--- config.mk ---
export PLATFORM = sky130hd
export DESIGN_NAME = gray_downscale_2x2_flat
export DESIGN_NICKNAME = d
export VERILOG_FILES = /design/src/rtl/gray_downscale_2x2_pkg.sv /design/src/rtl/gray_downscale_2x2_if.sv /design/src/rtl/gray_ds_linebuf.sv /design/src/rtl/gray_downscale_2x2.sv /design/src/flat_wrapper.sv
export SDC_FILE = /design/constraint.sdc
export NUM_CORES = 2
export LEC_CHECK = 0
export CAP_MARGIN = 30
export CORE_MARGIN = 1.5
export CORE_UTILIZATION = 40
export DETAILED_ROUTE_END_ITERATION = 7
export PLACE_DENSITY_LB_ADDON = 0.05
export SLEW_MARGIN = 30
export SYNTH_ARGS = -nofsm -noshare
export SYNTH_HDL_FRONTEND = slang
export SYNTH_SLANG_ARGS = --single-unit
--- constraint.sdc ---
create_clock -name clk -period 12.7 [get_ports clk]
set_clock_uncertainty 0.05 [all_clocks]
set_input_delay 1.27 -clock clk [delete_from_list [all_inputs] [get_ports clk]]
set_output_delay 1.27 -clock clk [all_outputs]
set_load 0.005 [all_outputs]
--- src/rtl/gray_downscale_2x2_pkg.sv ---
// Shared constants and types for the 2x2 gray box-average downscaler.
package gray_downscale_2x2_pkg;

    // Rounding offset and shift for the 4-pixel average.
    localparam int unsigned DS_ROUND = 2;
    localparam int unsigned DS_SHIFT = 2;

    // Parity of the current input line within a frame.
    typedef enum logic {
        LINE_EVEN = 1'b0,
        LINE_ODD  = 1'b1
    } line_par_e;

    // Width of a horizontal pair sum (left + right).
    function automatic int unsigned ds_sum_width(input int unsigned dw);
        return dw + 1;
    endfunction

endpackage

--- src/rtl/gray_downscale_2x2_if.sv ---
// Pixel-pair input stream and averaged-pixel output stream of the downscaler.
interface gray_downscale_2x2_if #(
    parameter int unsigned DATA_WIDTH = 8
);
    logic                    in_valid;
    logic                    in_frame_start;
    logic                    in_line_last;
    logic [2*DATA_WIDTH-1:0] in_gray;

    logic                    out_valid;
    logic                    out_frame_start;
    logic                    out_line_last;
    logic [DATA_WIDTH-1:0]   out_gray;
    logic                    out_overflow;

    // Upstream source / downstream sink side.
    modport master (
        output in_valid, in_frame_start, in_line_last, in_gray,
        input  out_valid, out_frame_start, out_line_last, out_gray, out_overflow
    );

    // Downscaler side.
    modport slave (
        input  in_valid, in_frame_start, in_line_last, in_gray,
        output out_valid, out_frame_start, out_line_last, out_gray, out_overflow
    );
endinterface

--- src/rtl/gray_ds_linebuf.sv ---
// One-line buffer of pair sums: simple dual-port RAM with registered read.
module gray_ds_linebuf
    import gray_downscale_2x2_pkg::*;
#(
    parameter int unsigned DATA_WIDTH  = 8,
    parameter int unsigned MAX_H_BEATS = 320,
    parameter int unsigned ADDR_WIDTH  = 9,
    localparam int unsigned SW = ds_sum_width(DATA_WIDTH)
) (
    input  logic                  clk,
    input  logic                  we_i,
    input  logic [ADDR_WIDTH-1:0] waddr_i,
    input  logic [SW-1:0]         wdata_i,
    input  logic                  re_i,
    input  logic [ADDR_WIDTH-1:0] raddr_i,
    output logic [SW-1:0]         rdata_o
);

    logic [SW-1:0] mem_q [MAX_H_BEATS];
    logic [SW-1:0] rdata_q;

    // Write port: stores even-line pair sums.
    always_ff @(posedge clk) begin
        if (we_i) begin
            mem_q[waddr_i] <= wdata_i;
        end
    end

    // Read port: one-cycle registered read for odd lines.
    always_ff @(posedge clk) begin
        if (re_i) begin
            rdata_q <= mem_q[raddr_i];
        end
    end

    assign rdata_o = rdata_q;

endmodule

--- src/rtl/gray_downscale_2x2.sv ---
// Streaming 2x2 box-average downscaler: buffers even-line pair sums and
// emits one rounded average per odd-line beat, two cycles later.
module gray_downscale_2x2
    import gray_downscale_2x2_pkg::*;
#(
    parameter int unsigned DATA_WIDTH  = 8,
    parameter int unsigned MAX_H_BEATS = 320,
    parameter int unsigned ADDR_WIDTH  = 9
) (
    input logic                 clk,
    input logic                 rst,
    gray_downscale_2x2_if.slave bus
);

    localparam int unsigned SW = ds_sum_width(DATA_WIDTH);
    localparam int unsigned AW = DATA_WIDTH + 2;
    // One extra bit so the column can sit at MAX_H_BEATS even when it equals 2^ADDR_WIDTH.
    localparam int unsigned CW = ADDR_WIDTH + 1;

    logic [CW-1:0] col_q, col_d, col_eff;
    line_par_e     par_q, par_d, par_eff;
    logic          started_q, started_d;
    logic          ovf_q, ovf_d;
    logic          first_q, first_d;
    logic          beat, drop, wr_en, rd_en;
    logic [SW-1:0] ps;
    logic [SW-1:0] s0;

    logic          s1_valid_q, s1_last_q, s1_first_q;
    logic [SW-1:0] s1_ps_q;

    logic                  out_valid_q, out_fs_q, out_ll_q;
    logic [DATA_WIDTH-1:0] out_gray_q;
    logic [AW-1:0]         sum4;

    // Beat qualification and next-state for column, parity and frame flags.
    always_comb begin
        ps      = SW'(bus.in_gray[DATA_WIDTH-1:0]) + SW'(bus.in_gray[2*DATA_WIDTH-1:DATA_WIDTH]);
        col_eff = bus.in_frame_start ? '0 : col_q;
        par_eff = bus.in_frame_start ? LINE_EVEN : par_q;
        beat    = bus.in_valid && (started_q || bus.in_frame_start);
        drop    = (col_eff >= CW'(MAX_H_BEATS));
        wr_en   = beat && !drop && (par_eff == LINE_EVEN);
        rd_en   = beat && !drop && (par_eff == LINE_ODD);

        col_d     = col_q;
        par_d     = par_q;
        started_d = started_q;
        ovf_d     = ovf_q;
        first_d   = first_q;
        if (beat) begin
            started_d = 1'b1;
            if (bus.in_frame_start) begin
                ovf_d   = 1'b0;
                first_d = 1'b1;
            end
            if (drop) begin
                ovf_d = 1'b1;
            end
            // A frame-start beat is always even, so rd_en never collides with it.
            if (rd_en) begin
                first_d = 1'b0;
            end
            if (bus.in_line_last) begin
                col_d = '0;
                par_d = (par_eff == LINE_EVEN) ? LINE_ODD : LINE_EVEN;
            end else begin
                col_d = drop ? col_eff : col_eff + CW'(1);
                par_d = par_eff;
            end
        end
    end

    // Control state registers.
    always_ff @(posedge clk) begin
        if (rst) begin
            col_q     <= '0;
            par_q     <= LINE_EVEN;
            started_q <= 1'b0;
            ovf_q     <= 1'b0;
            first_q   <= 1'b0;
        end else begin
            col_q     <= col_d;
            par_q     <= par_d;
            started_q <= started_d;
            ovf_q     <= ovf_d;
            first_q   <= first_d;
        end
    end

    gray_ds_linebuf #(
        .DATA_WIDTH  (DATA_WIDTH),
        .MAX_H_BEATS (MAX_H_BEATS),
        .ADDR_WIDTH  (ADDR_WIDTH)
    ) u_linebuf (
        .clk     (clk),
        .we_i    (wr_en),
        .waddr_i (col_eff[ADDR_WIDTH-1:0]),
        .wdata_i (ps),
        .re_i    (rd_en),
        .raddr_i (col_eff[ADDR_WIDTH-1:0]),
        .rdata_o (s0)
    );

    // Stage 1: hold the odd-line pair sum and sidebands alongside the RAM read.
    always_ff @(posedge clk) begin
        if (rst) begin
            s1_valid_q <= 1'b0;
            s1_last_q  <= 1'b0;
            s1_first_q <= 1'b0;
            s1_ps_q    <= '0;
        end else begin
            s1_valid_q <= rd_en;
            s1_last_q  <= bus.in_line_last;
            s1_first_q <= first_q;
            s1_ps_q    <= ps;
        end
    end

    assign sum4 = AW'(s0) + AW'(s1_ps_q) + AW'(DS_ROUND);

    // Stage 2: rounded average and output registers.
    always_ff @(posedge clk) begin
        if (rst) begin
            out_valid_q <= 1'b0;
            out_fs_q    <= 1'b0;
            out_ll_q    <= 1'b0;
            out_gray_q  <= '0;
        end else begin
            out_valid_q <= s1_valid_q;
            out_fs_q    <= s1_valid_q && s1_first_q;
            out_ll_q    <= s1_valid_q && s1_last_q;
            if (s1_valid_q) begin
                out_gray_q <= DATA_WIDTH'(sum4 >> DS_SHIFT);
            end
        end
    end

    assign bus.out_valid       = out_valid_q;
    assign bus.out_frame_start = out_fs_q;
    assign bus.out_line_last   = out_ll_q;
    assign bus.out_gray        = out_gray_q;
    assign bus.out_overflow    = ovf_q;

endmodule
--- src/flat_wrapper.sv ---
// flat-port wrapper written by rule: the top's interface ports become plain ports
module gray_downscale_2x2_flat import gray_downscale_2x2_pkg::*;
#(
    parameter int unsigned DATA_WIDTH  = 8,
    parameter int unsigned MAX_H_BEATS = 320,
    parameter int unsigned ADDR_WIDTH  = 9
)
  (clk, rst, bus_in_valid, bus_in_frame_start, bus_in_line_last, bus_in_gray, bus_out_valid, bus_out_frame_start, bus_out_line_last, bus_out_gray, bus_out_overflow);
  gray_downscale_2x2_if #(.DATA_WIDTH(DATA_WIDTH)) bus_i ();
  input logic clk;
  input logic rst;
  input wire logic [$bits(bus_i.in_valid)-1:0] bus_in_valid;
  input wire logic [$bits(bus_i.in_frame_start)-1:0] bus_in_frame_start;
  input wire logic [$bits(bus_i.in_line_last)-1:0] bus_in_line_last;
  input wire logic [$bits(bus_i.in_gray)-1:0] bus_in_gray;
  output wire logic [$bits(bus_i.out_valid)-1:0] bus_out_valid;
  output wire logic [$bits(bus_i.out_frame_start)-1:0] bus_out_frame_start;
  output wire logic [$bits(bus_i.out_line_last)-1:0] bus_out_line_last;
  output wire logic [$bits(bus_i.out_gray)-1:0] bus_out_gray;
  output wire logic [$bits(bus_i.out_overflow)-1:0] bus_out_overflow;
  assign bus_i.in_valid = bus_in_valid;
  assign bus_i.in_frame_start = bus_in_frame_start;
  assign bus_i.in_line_last = bus_in_line_last;
  assign bus_i.in_gray = bus_in_gray;
  assign bus_out_valid = bus_i.out_valid;
  assign bus_out_frame_start = bus_i.out_frame_start;
  assign bus_out_line_last = bus_i.out_line_last;
  assign bus_out_gray = bus_i.out_gray;
  assign bus_out_overflow = bus_i.out_overflow;
  gray_downscale_2x2 #(.DATA_WIDTH(DATA_WIDTH), .MAX_H_BEATS(MAX_H_BEATS), .ADDR_WIDTH(ADDR_WIDTH)) u_core (.clk(clk), .rst(rst), .bus(bus_i));
endmodule
# Word-level counts from Yosys, hierarchy flattened
# Memories as Yosys holds them, arrays and structs flattened. A register that Yosys moved wholly into a read port is not among the register bits.
# Index checks and enable logic that the tools add are counted.
# word_totals
ram_bits,2880
in_bits,21
mem_count,1
reg_bits,37
output_inout_bits,12
# op_classes
n_reduce_logical,12
n_addsub,4
magnitude_cmp,1
bitwise,1
muxes,12
# mem_list
name,words,word_bits,rd,rd_ports_with_merged_regs,write_ports,line_no,text
u_core.u_linebuf.mem_q,320,9,1,1,1,gray_ds_linebuf.sv:19,logic [SW-1:0] mem_q [MAX_H_BEATS];
# op_table
cell,n
10-bit two-way mux,3
10-bit by 1-bit adder with 10-bit output (second input constant),1
10-bit by 2-bit adder with 10-bit output (second input constant),1
9-bit by 9-bit adder with 10-bit output,1
10-bit by 9-bit >= comparator with 1-bit output (second input constant),1
8-bit by 8-bit adder with 9-bit output,1
1-bit two-way mux,9
1-bit logical AND,6
2-bit AND reduction,2
2-bit nonzero test,2
1-bit zero test,1
1-bit logical OR,1
1-bit inverter,1

# Longest topological paths before layout
# depth
word_depth,7
mapped_depth,13
ltp_nobuf,12

# By module
# Synthesis repeated with hierarchy kept, for this count alone.
# unflattened
hier_cells,5688
hier_area_um2,114132.0
# modules_own_cells
module,area_each_um2,cells_per_inst,instances
gray_ds_linebuf,111901.1,5436,1
gray_downscale_2x2,2230.9,252,1

# Worst setup path before layout
# No wires, ideal clock.
# synth_timing
kind,input to register
startpoint,in bus_in_gray[1]
endpoint,mem u_core.u_linebuf.mem_q[0][7] in the netlist's numbering (data pin)
cell_stages,8
path_buffers,0
t_arrival_ns,11.187
path_slack_ns,-0.548
path_cell_list,ha_1 a21o_1 a21oi_1 o21bai_1 a21oi_1 o21bai_1 a21oi_1 xnor2_1
# synth_between
elab_chain_len,1
# synth_rtl
item,line_no,text
from (decl),flat_wrapper.sv:15,input wire logic [$bits(bus_i.in_gray)-1:0] bus_in_gray;
8-bit by 8-bit adder with 9-bit output,gray_downscale_2x2.sv:38,ps = SW'(bus.in_gray[DATA_WIDTH-1:0]) + SW'(bus.in_gray[2*DATA_WIDTH-1:DATA_WIDTH]);
net u_core.ps[7],gray_downscale_2x2.sv:26,logic [SW-1:0] ps;
to (decl),gray_ds_linebuf.sv:19,
# The timed path passes the listed nets, and every way through them passes these cells.

# Worst setup path in the final report
# layout_timing
startpoint,reg u_core.col_q[0]
endpoint,mem u_core.u_linebuf.mem_q[43][0] in the netlist's numbering (enable)
# layout_between
elab_chain_len,7
# layout_rtl
item,line_no,text
from (decl),gray_downscale_2x2.sv:20,"logic [CW-1:0] col_q, col_d, col_eff;"
from (signal assigned),gray_downscale_2x2.sv:83,col_q <= col_d;
10-bit two-way mux *,gray_downscale_2x2.sv:39,col_eff = bus.in_frame_start ? '0 : col_q;
10-bit by 9-bit >= comparator with 1-bit output,gray_downscale_2x2.sv:42,drop = (col_eff >= CW'(MAX_H_BEATS));
1-bit zero test,gray_downscale_2x2.sv:43,wr_en = beat && !drop && (par_eff == LINE_EVEN);
1-bit logical AND (2 in a row),gray_downscale_2x2.sv:43,
1-bit two-way mux,gray_ds_linebuf.sv:24,if (we_i) begin
1-bit two-way mux (implied by the code),gray_ds_linebuf.sv:25,mem_q[waddr_i] <= wdata_i;
# Every way passes the cells marked *; elsewhere a longest branch is shown, timed or not.

==> flow_metrics.py <==
metrics = {
    "clock_tree": {
        "clockBufferDepth": 4,
        "insertion_delay_ns": 0.94,
        "hold_buffers": 0,
        "path_clk_slew_ns": 0.06,
        "cts-resized-gates": 0,
        "cts_tree": "built",
        "htreeDepth": 5,
        "cts_setup_buffers": 0,
        "cts-buffers-inserted": 322,
        "cts_root_buf": "clkbuf_16",
        "cts_sinks": 2926,
    },
    "global_routing": {
        "track_usage_pct": 27.9,
        "antenna_found_initial": 37,
        "grt_max_degree": 147,
        "grt_overflow": 0,
        "grt_pass1_wl_um": 569000,
        "grt_pass1_vias": 66700,
    },
    "finish": {
        "fin_util_pct": 45.4,
        "fin_cells": 11000,
        "layout_commonest_cell": "edfxtp_1",
        "area_growth_pct": 12.7,
        "final_cell_mix": "2889 x edfxtp_1, 540 x mux2i_1, 446 x o21ai_0",
        "nets": 7003,
        "drive_above_1_share_pct": 13.6,
    },
    "power": {
        "p_comb_share_pct": 6.4,
        "swShare_pct": 23.6,
        "p_sw_mw": 5.05,
        "seqPwrFrac_pct": 51.6,
        "p_leak_nw": 38.3,
        "p_per_area_nw_per_um2": 165,
        "intPower_mw": 16.3,
        "peakVddDrop_uv": 126,
        "clkPwrFrac_pct": 42.0,
    },
    "synthesis": {
        "yosysWarnings": 0,
        "synth.cell_area_um2": 115000,
        "synth_edf_count": 2889,
        "ys_ff_latch": 2926,
        "syn-instance-count": 6939,
        "synth_ff_type": "edfxtp_1",
        "synth-seq-area-share_pct": 76.0,
        "avgSynthCellArea_um2": 16.6,
        "synth.distinct_cells": 92,
        "async_flop_share_pct": 0,
        "synth_fp_nets": 6985,
    },
    "sta": {
        "holdWs_ns": 0.414,
        "fin_crit_ns": 6.09,
        "relSlewSlack_pct": 17.3,
        "rsz0062_at_grt": "false",
        "setup_viol": 0,
        "max_freq_mhz": 164,
        "finalCritPeriodShare_pct": 48.0,
        "worstMarginPinSlew_ns": 1.24,
        "slew_violations": 0,
        "hold_viol": 0,
    },
    "routing": {
        "drt_pass1_iterations": 8,
        "drc": 1,
        "routed_wl_um": 415000,
        "drtIter0Drc": 9388,
        "ant_nets": 0,
        "via_per_inst": 6.32,
        "routedWlPerCell_um": 37.8,
        "num_vias": 69400,
    },
    "setup_path": {
        "worstSetupPathType": "reg2reg",
        "rrSetupSlack_ns": 6.61,
        "reg2reg_depth": 7,
        "r2r-end": "u_core.u_linebuf.mem_q[43][0]",
        "worst_ep_required_time_ns": 13.16,
        "start_kind": "flop",
        "worstSetupEndpointType": "flop",
        "arrival_ns": 6.56,
        "crit_fanout": 59,
        "timing.rr.start": "u_core.col_q[0]",
    },
    "floorplan": {
        "die_x_um": 540,
        "num_rows": 196,
        "coreArea_um2": 286000,
        "start_util_pct": 40.3,
        "dieArea_um2": 291000,
        "design.portCount": 33,
        "die_y_um": 540,
    },
    "placed_design": {
        "dp_hpwl_um": 246000,
        "place_inst": 10400,
        "gp_congestion": 0.842,
        "portBuffers": 32,
    },
    "min_path": {
        "min_from": "u_core.first_q",
        "hp-class": "reg2reg",
        "hold_depth": 2,
        "whs_endpoint": "u_core.first_q",
    },
    "run_status": {
        "violations": "design-rule violations",
        "status": "finished, violations left",
    },
    "run": {
        "maxCapViolations": 0,
    },
}
==> Yosys cell counts (9+ instances only) <==
cell	instances	area, um2
edfxtp_1	2889	86800
mux2i_1	540	5410
nor2_1	462	1730
o21ai_0	449	2250
o221ai_1	288	2520
o22ai_1	261	1630
buf_2	230	1150
clkbuf_1	170	638
nand2_1	167	627
mux2_2	145	1630
a21oi_1	137	686
a22oi_1	124	931
a222oi_1	116	1160
a211oi_1	107	803
a221oi_1	96	841
buf_4	85	638
a31oi_1	74	463
a221o_1	73	731
nor2b_1	53	332
dfxtp_1	37	741
buf_1	32	120
buf_6	31	349
nand3_1	27	135
ha_1	23	288
o211ai_1	20	150
a22o_1	18	158
inv_1	18	67.6
nor4_1	18	113
nor3_1	17	85.1
o2bb2ai_1	16	140
o22a_1	15	131
o21ai_1	12	60.1
nand2b_1	10	62.6
o32ai_1	9	78.8
==> cell families after synthesis <==
| kind of cell | after synthesis | synth area share, % |
|---|---|---|
| flip-flops | 2926 | 76.0 |
| AND/OR/NAND/NOR | 821 | 3.15 |
| multiplexers | 693 | 6.24 |
| buffers and inverters | 570 | 2.60 |
| adder cells (fa/ha/maj) | 25 | 0.285 |
| XOR/XNOR | 9 | 0.0685 |
| AO/OA/AOI/OAI | 1895 | 11.7 |
==> sequential cells by signal, summed over array words and instances (netlist names) <==
signal,count
u_core.u_linebuf.mem_q,2880
u_core.col_q,10
u_core.s1_ps_q,9
u_core.u_linebuf.rdata_o,9
u_core.bus.out_gray,8
u_core.bus.out_frame_start,1
u_core.bus.out_line_last,1
u_core.bus.out_overflow,1
u_core.bus.out_valid,1
u_core.first_q,1
u_core.par_q,1
u_core.s1_first_q,1
u_core.s1_last_q,1
u_core.s1_valid_q,1
u_core.started_q,1
==> metal layers <==
layer	up-vias	GRT usage, %	share of wire, %
li1	28500	-	-
met1	36800	40.7	43
met2	3483	42.5	45
met3	639	4.78	8.3
met4	14	8.86	3.3
met5	-	0	0.024
==> cell type report <==
cell class | count | area [um2]
inverter | 20 | 87.6
timing repair buffer | 244 | 2210
sequential | 2926 | 87500
tap | 3762 | 4710
fill | 24800 | 156000
clock inverter | 151 | 1350
multi-input combinational | 3443 | 25300
antenna | 13 | 32.5
clock buffer | 426 | 8540
==> power by group through the flow <==
| stage | registers, mW | logic (mW) | clock network, mW |
|---|---|---|---|
| after global routing | 11.0 | 1.45 | 9.44 |
| after global placement | 11.2 | 1.36 | 0 |
| after floorplan | 11.4 | 0.676 | 0 |
| after CTS | 11.0 | 1.38 | 9.10 |
| final | 11.0 | 1.37 | 8.98 |
| after detailed placement | 11.2 | 1.38 | 0 |
==> worst max-delay path, cell delays in order, from the launching register on <==
cell,delay (ns)
dfxtp_4,0.74
buf_4,0.74
inv_2,0.51
buf_4,0.49
nor3_1,0.85
nand2_2,0.70
buf_4,0.57
nor2_1,0.81
==> metrics by stage <==
stage | total power, mW | setup TNS, ns | setup WS [ns] | cell area (um2)
global route | 21.9 | 0 | 6.61 | 130000
finish | 21.4 | 0 | 6.61 | 130000
detailed placement | 12.6 | 0 | 5.99 | 120000
floorplan | 12.1 | -43.67 | -0.136 | 115000
CTS | 21.5 | 0 | 6.73 | 130000
global placement | 12.6 | 0 | 5.88 | 119000
==> worst max path at each step <==
stage,to,startpoint
6_report,u_core.u_linebuf.mem_q[43][0],u_core.col_q[0]
5_1_grt,u_core.u_linebuf.mem_q[139][0],u_core.col_q[0]
4_1_cts,u_core.u_linebuf.mem_q[43][0],u_core.col_q[0]
3_5_place_dp,u_core.u_linebuf.mem_q[43][0],bus_in_frame_start
3_3_place_gp,u_core.u_linebuf.rdata_o[8],bus_in_frame_start
2_1_floorplan,u_core.u_linebuf.mem_q[0][3],bus_in_gray[1]
Power figures use the tool's default switching activity.
